[config.mk]
export PLATFORM = sky130hd
export DESIGN_NAME = floppy_mfm_writer
export DESIGN_NICKNAME = d
export VERILOG_FILES = /design/src/rtl/floppy_mfm_writer.sv
export SDC_FILE = /design/constraint.sdc
export NUM_CORES = 1
export LEC_CHECK = 0
export ABC_CLOCK_PERIOD_IN_PS = 2400
export BUFFER_PORTS_ARGS = -buffer_cell sky130_fd_sc_hd__buf_2
export CORE_UTILIZATION = 45
export CTS_CLUSTER_DIAMETER = 40
export DETAILED_ROUTE_END_ITERATION = 12
export GPL_ROUTABILITY_DRIVEN = 0
export PLACE_DENSITY = 0.67
export SYNTH_ARGS = -nofsm -noshare
export SYNTH_HDL_FRONTEND = slang
export SYNTH_SLANG_ARGS = --single-unit
export TNS_END_PERCENT = 30
[constraint.sdc]
create_clock -name i_Clk -period 2.4 [get_ports i_Clk]
set_clock_uncertainty 0.1 [all_clocks]
set_input_delay 0.12 -clock i_Clk [delete_from_list [all_inputs] [get_ports i_Clk]]
set_output_delay 0.12 -clock i_Clk [all_outputs]
set_load 0.01 [all_outputs]
[src/rtl/floppy_mfm_writer.sv]
// floppy_mfm_writer: serialises one floppy record as MFM flux pulses.
// The record is a preamble of 0x00 bytes, three A1 sync marks, the caller's
// byte stream and a CCITT CRC-16. Each data bit becomes a clock cell and a
// data cell. Every cell lasts clkspd/(2*bitrate) clocks. A cell of value 1
// drives o_WrPulse high for the first PULSE_CLKS clocks of that cell.
// Optional feature macro: FLOPPY_WR_POSTAMBLE_EN adds four 0x4E gap bytes
// after the CRC, with the write gate still held.
module floppy_mfm_writer #(
  parameter int clkspd     = 25000000,
  parameter int bitrate    = 250000,
  parameter int PREAMBLE   = 12,
  parameter int PULSE_CLKS = 6
) (
  input  logic       i_Clk,
  input  logic       i_Rst_L,
  input  logic       i_Start,
  input  logic [7:0] i_Data,
  input  logic       i_Valid,
  input  logic       i_Last,
  output logic       o_Ready,
  output logic       o_WrPulse,
  output logic       o_WrGate,
  output logic       o_Busy,
  output logic       o_Done,
  output logic       o_Underrun
);

  localparam int CELL_CLKS = clkspd / (2 * bitrate);
  localparam int CW        = (CELL_CLKS > 1) ? $clog2(CELL_CLKS) : 1;
  localparam int BW        = $clog2(PREAMBLE + 4) + 1;

  localparam logic [CW-1:0] CELL_LAST  = CW'(CELL_CLKS - 1);
  localparam logic [CW-1:0] PULSE_HOLD = CW'(PULSE_CLKS - 1);
  localparam logic [BW-1:0] PRE_LAST   = BW'(PREAMBLE - 1);
  localparam logic [15:0]   SYNC_CELLS = 16'h4489;  // A1 with its missing clock
  localparam logic [15:0]   ZERO_CELLS = 16'hAAAA;  // 0x00 after a 0 bit

  typedef enum logic [2:0] {
    S_IDLE     = 3'd0,
    S_PREAMBLE = 3'd1,
    S_SYNC     = 3'd2,
    S_DATA     = 3'd3,
    S_CRC_HI   = 3'd4,
    S_CRC_LO   = 3'd5,
    S_POST     = 3'd6
  } state_t;

  // MFM cells for one byte, MSB first; the clock cell precedes each data cell.
  function automatic logic [15:0] mfm_byte(input logic [7:0] d, input logic p);
    logic [15:0] r;
    logic        prev;
    r    = 16'h0000;
    prev = p;
    for (int i = 7; i >= 0; i--) begin
      r[2*i+1] = ~(prev | d[i]);
      r[2*i]   = d[i];
      prev     = d[i];
    end
    return r;
  endfunction

  // CRC-16 CCITT (poly 0x1021, MSB first) advanced by one byte.
  function automatic logic [15:0] crc16_byte(input logic [15:0] c, input logic [7:0] d);
    logic [15:0] r;
    logic        fb;
    r = c;
    for (int i = 7; i >= 0; i--) begin
      fb = r[15] ^ d[i];
      r  = {r[14:0], 1'b0};
      if (fb) begin
        r = r ^ 16'h1021;
      end else begin
        r = r;
      end
    end
    return r;
  endfunction

  state_t      state_r;
  logic [15:0] shift_r;
  logic [CW-1:0] clk_cnt_r;
  logic [3:0]  cell_idx_r;
  logic [BW-1:0] byte_cnt_r;
  logic        prev_r;
  logic [15:0] crc_r;
  logic [7:0]  hold_data_r;
  logic        hold_full_r;
  logic        hold_last_r;
  logic        last_acc_r;
  logic        cur_last_r;
  logic        pulse_r;
  logic        gate_r;
  logic        busy_r;
  logic        done_r;
  logic        underrun_r;

  logic        ready_s;
  logic        accept_s;
  logic [15:0] data_cells_s;
  logic [15:0] crc_hi_cells_s;
  logic [15:0] crc_lo_cells_s;
  logic [15:0] post_cells_s;
  logic [15:0] crc_a1_s;
  logic [15:0] crc_data_s;

  // Next-byte cell patterns, CRC updates and the holding-register handshake.
  always_comb begin
    ready_s        = ((state_r == S_SYNC) || (state_r == S_DATA)) && !hold_full_r && !last_acc_r;
    accept_s       = ready_s && i_Valid;
    data_cells_s   = mfm_byte(hold_data_r, prev_r);
    crc_hi_cells_s = mfm_byte(crc_r[15:8], prev_r);
    crc_lo_cells_s = mfm_byte(crc_r[7:0], prev_r);
    post_cells_s   = mfm_byte(8'h4E, prev_r);
    crc_a1_s       = crc16_byte(crc_r, 8'hA1);
    crc_data_s     = crc16_byte(crc_r, hold_data_r);
  end

  // Record sequencer: cell timing, byte scheduling, CRC and holding register.
  always_ff @(posedge i_Clk or negedge i_Rst_L) begin
    if (!i_Rst_L) begin
      state_r     <= S_IDLE;
      shift_r     <= 16'h0000;
      clk_cnt_r   <= '0;
      cell_idx_r  <= 4'd0;
      byte_cnt_r  <= '0;
      prev_r      <= 1'b0;
      crc_r       <= 16'hFFFF;
      hold_data_r <= 8'h00;
      hold_full_r <= 1'b0;
      hold_last_r <= 1'b0;
      last_acc_r  <= 1'b0;
      cur_last_r  <= 1'b0;
      pulse_r     <= 1'b0;
      gate_r      <= 1'b0;
      busy_r      <= 1'b0;
      done_r      <= 1'b0;
      underrun_r  <= 1'b0;
    end else begin
      done_r <= 1'b0;
      if (accept_s) begin
        hold_data_r <= i_Data;
        hold_full_r <= 1'b1;
        hold_last_r <= i_Last;
        last_acc_r  <= i_Last;
      end
      case (state_r)
        S_IDLE: begin
          pulse_r <= 1'b0;
          if (i_Start) begin
            state_r     <= S_PREAMBLE;
            busy_r      <= 1'b1;
            gate_r      <= 1'b1;
            underrun_r  <= 1'b0;
            crc_r       <= 16'hFFFF;
            shift_r     <= ZERO_CELLS;
            pulse_r     <= ZERO_CELLS[15];
            prev_r      <= 1'b0;
            clk_cnt_r   <= '0;
            cell_idx_r  <= 4'd0;
            byte_cnt_r  <= '0;
            hold_full_r <= 1'b0;
            hold_last_r <= 1'b0;
            last_acc_r  <= 1'b0;
            cur_last_r  <= 1'b0;
          end
        end
        S_PREAMBLE, S_SYNC, S_DATA, S_CRC_HI, S_CRC_LO, S_POST: begin
          if (clk_cnt_r != CELL_LAST) begin
            clk_cnt_r <= clk_cnt_r + CW'(1);
            pulse_r   <= pulse_r & (clk_cnt_r < PULSE_HOLD);
          end else begin
            clk_cnt_r <= '0;
            if (cell_idx_r != 4'd15) begin
              cell_idx_r <= cell_idx_r + 4'd1;
              shift_r    <= {shift_r[14:0], 1'b0};
              pulse_r    <= shift_r[14];
            end else begin
              // Byte boundary: pick the next 16 cells.
              cell_idx_r <= 4'd0;
              case (state_r)
                S_PREAMBLE: begin
                  if (byte_cnt_r == PRE_LAST) begin
                    state_r    <= S_SYNC;
                    byte_cnt_r <= '0;
                    shift_r    <= SYNC_CELLS;
                    pulse_r    <= SYNC_CELLS[15];
                    crc_r      <= crc_a1_s;
                    prev_r     <= 1'b1;
                  end else begin
                    byte_cnt_r <= byte_cnt_r + BW'(1);
                    shift_r    <= ZERO_CELLS;
                    pulse_r    <= ZERO_CELLS[15];
                  end
                end
                S_SYNC, S_DATA: begin
                  if ((state_r == S_SYNC) && (byte_cnt_r != BW'(2))) begin
                    byte_cnt_r <= byte_cnt_r + BW'(1);
                    shift_r    <= SYNC_CELLS;
                    pulse_r    <= SYNC_CELLS[15];
                    crc_r      <= crc_a1_s;
                  end else if ((state_r == S_DATA) && cur_last_r) begin
                    state_r <= S_CRC_HI;
                    shift_r <= crc_hi_cells_s;
                    pulse_r <= crc_hi_cells_s[15];
                    prev_r  <= crc_r[8];
                  end else if (hold_full_r) begin
                    state_r     <= S_DATA;
                    shift_r     <= data_cells_s;
                    pulse_r     <= data_cells_s[15];
                    crc_r       <= crc_data_s;
                    prev_r      <= hold_data_r[0];
                    hold_full_r <= 1'b0;
                    cur_last_r  <= hold_last_r;
                  end else begin
                    // Starved: the byte just sent stands, no CRC follows.
                    state_r    <= S_IDLE;
                    busy_r     <= 1'b0;
                    gate_r     <= 1'b0;
                    done_r     <= 1'b1;
                    pulse_r    <= 1'b0;
                    underrun_r <= 1'b1;
                  end
                end
                S_CRC_HI: begin
                  state_r <= S_CRC_LO;
                  shift_r <= crc_lo_cells_s;
                  pulse_r <= crc_lo_cells_s[15];
                  prev_r  <= crc_r[0];
                end
`ifdef FLOPPY_WR_POSTAMBLE_EN
                S_CRC_LO: begin
                  state_r    <= S_POST;
                  byte_cnt_r <= '0;
                  shift_r    <= post_cells_s;
                  pulse_r    <= post_cells_s[15];
                  prev_r     <= 1'b0;
                end
                S_POST: begin
                  if (byte_cnt_r != BW'(3)) begin
                    byte_cnt_r <= byte_cnt_r + BW'(1);
                    shift_r    <= post_cells_s;
                    pulse_r    <= post_cells_s[15];
                    prev_r     <= 1'b0;
                  end else begin
                    state_r <= S_IDLE;
                    busy_r  <= 1'b0;
                    gate_r  <= 1'b0;
                    done_r  <= 1'b1;
                    pulse_r <= 1'b0;
                  end
                end
`endif
                default: begin
                  // Last CRC cell (or an unreachable state): close the record.
                  state_r <= S_IDLE;
                  busy_r  <= 1'b0;
                  gate_r  <= 1'b0;
                  done_r  <= 1'b1;
                  pulse_r <= 1'b0;
                end
              endcase
            end
          end
        end
        default: begin
          state_r <= S_IDLE;
          busy_r  <= 1'b0;
          gate_r  <= 1'b0;
          pulse_r <= 1'b0;
        end
      endcase
    end
  end

  assign o_Ready    = ready_s;
  assign o_WrPulse  = pulse_r;
  assign o_WrGate   = gate_r;
  assign o_Busy     = busy_r;
  assign o_Done     = done_r;
  assign o_Underrun = underrun_r;

endmodule

==> impl_metrics.toml <==
[outcome]
outcome = "finished, final reports clean"

[setup_path]
path_buf_inv = 1
cp_top_family = "simple AND/OR/NAND/NOR gates"
crit_path_end_kind = "flop"
worstPathArrival_ps = 2420
crit_type = "flop to flop"
crit_chain = "inv_1 > ha_1 > or4b_4 > nand2_1 > o21ai_1 > a221o_1 > mux2_1"
cp_slowest_cell = "or4b_4"
crit_path_start_kind = "flop"
slowest_delay_ps = 550
worstPathRequired_ps = 2550
cp_max_fo = 5

[clock_tree]
insertion_delay_ps = 370
h-tree-depth = 3
numCtsBuffers = 9
cts_root_buf = "clkbuf_8"
cts_buffer_depth = 2
cts_num_sinks = 66
clk_pin_slew_ps = 80
cts_tree = "done"

[pwr]
p_clk_frac = 0.432
switching_share = 0.248
p_seq_frac = 0.459
internal_power_mw = 2.20
combPwrFrac = 0.109
ir_drop_mv = 0.393
powerDensity_nw_per_um2 = 550
p_switching_mw = 0.727
cellLeakagePower_nw = 2.42

[synth]
ys.warnings.count = 0
synthesis.nets = 479
avgSynthCellArea_um2 = 9.52
ys_ff_latch = 66
syn_inst = 460
ys_types = 74
synthArstFlopShare = 1.00
synth-edff-count = 0
seq_area_frac_synth = 0.382
yosysTopAreaCell = "dfrtp_1"
synth_top_area_frac = 0.286
synthTopCellsByCount = "dfrtp_1, o21ai_0, nand2_1"
syn_area_um2 = 4380
ys.flop_type = "dfrtp_1"
netlist_top_cells_area = "dfrtp_1, dfstp_2, mux2_2, o21ai_0, xnor2_1"
synth_most_common_cell = "dfrtp_1"

[global_route]
grt_overflow_total = 0
grt_pass1_wl_um = 20000
grt_pass1_vias = 3842
grt_max_degree = 67
grt_antenna_before_repair = 0
grt_usage = 0.261

[placement]
portBuffers = 18
pre_cts_slack_ps = -85.1
dp_hpwl_um = 8860

[route]
route.antenna.remaining_nets = 0
wl_per_cell_um = 18.4
wirelength_um = 12200
num_vias = 3979
drt_iter0_drc = 313
drt_pass1_iterations = 5
viasPerCell = 6.01
drc = 0

[floorplan]
io_pins = 19
die-height_um = 101
initial_utilization = 0.469
die_w_um = 101
placementRows = 35
die_area_um2 = 10100
core_um2 = 9330

[sta]
layout_min_cycle_time_ps = 2280
fin_crit_sh = 0.948
relSlewSlack = 0.452
tightestPinTransition_ps = 822
setup_ws_ps = 124
final.setup.tns_ps = 0
drv_slew = 0
setup_violations = 0
hold_viol_final = 0
fmax_ghz = 0.439
rsz0062_at_grt = "false"

[finish]
num-fill-cells = 822
area_growth_pct = 21.4
finalNetCount = 547
utilization = 0.570
layout-drive-gt1-share = 0.285
antenna_cells = 0

[job]
max_cap_viol_count = 0

[min_path]
hold_path.class = "input port to flop"
-- final timing paths --
check	start	to	slack (ps)	depth (start not counted)
setup reg to reg	byte_cnt_r[0]	shift_r[14]	120	7
setup / recovery	byte_cnt_r[0]	shift_r[14]	120	7
hold / removal	i_Start	o_Busy	80	3
hold reg to reg	shift_r[0]	shift_r[0]	400	1
min in group asynchronous	i_Rst_L	prev_r	380	3
max in group asynchronous	i_Rst_L	shift_r[13]	1280	3
-- power groups by stage --
stage	clock [mW]	sequential (mW)	combinational, mW
2_1_floorplan	0	1.33	0.203
3_5_place_dp	0	1.35	0.312
4_1_cts	1.28	1.34	0.320
6_report	1.26	1.34	0.319
3_3_place_gp	0	1.36	0.295
5_1_grt	1.32	1.36	0.367
-- worst min-delay path, stage by stage --
cell and delay, ps:
buf_2 110, nand2_1 160, nand2_1 100
-- registers in the layout, summed over array words and instances, names as in the netlist, 3 cells and up --
name         count
crc_r           16
byte_cnt_r       5
clk_cnt_r        6
state_r          3
shift_r         15
cell_idx_r       4
hold_data_r      8
-- cell usage in the layout, fill, tap and decap left out, types with 9 or more instances in the layout --
master         netlist  layout
nand3_1             16      16
mux2_1              13      13
o21ai_1              9       9
nor3_1              21      20
dfrtp_1             50      50
xnor2_1             20      20
a21oi_1             21      21
dlygate4sd3_1        0      11
xor2_1              11      11
mux2_2              25      25
dfstp_2             16      16
inv_1               11      11
buf_4                4      59
clkbuf_8             0       9
nand2_1             32      32
o21ai_0             35      35
o211ai_1            11      11
buf_2               10      18
nor2_1              27      26
-- layer usage --
metal,vias up,part of all wire,wire (um),track usage
met5,-,0,0,0
met4,0,0.026,314,0.0936
met3,36,0.065,791,0.0624
met2,179,0.47,5700,0.410
met1,1931,0.44,5390,0.352
li1,1833,-,-,-
-- kinds of logic (layout without fill, tap and decap cells) --
family,count (synthesis),in the layout,share of synthesized area
buffers and inverters,42,115,0.0440
AOI/OAI and AO/OA,136,136,0.211
muxes,40,40,0.102
and+or+nand+nor,136,136,0.166
DFF,66,66,0.382
adders and majority gates,6,6,0.0171
xor gates and xnor gates,34,34,0.0774
-- cell type report --
cell class	instances	area [um^2]	share of cell area
Clock inverter	7	141	0.0266
Timing Repair Buffer	88	643	0.121
Sequential cell	66	1670	0.315
Clock buffer	9	124	0.0233
Inverter	11	41.3	0.00777
Tap cell	129	161	0.0304
Multi-Input combinational cell	352	2530	0.476
-- what timing repair did --
action                     in CTS  in global routing
setup endpoints to repair      18                  7
hold endpoints to repair       60                  0
resized for setup               2                  3
hold buffers                   11                  0
setup buffers                   0                  3
pin swaps                       0                  1
-- per-stage QoR --
stage | hold slack (ps) | area, um^2 | total power, mW | cells
final | 76.1 | 5310 | 2.92 | 662
after global routing | 84.8 | 5310 | 3.04 | 662
after CTS | 43.2 | 5280 | 2.94 | 659
after detailed placement | 256 | 4900 | 1.67 | 632
after global placement | 247 | 4900 | 1.65 | 632
after floorplan | -276 | 4380 | 1.53 | 460
No activity file was read; power rests on OpenSTA's default activity.
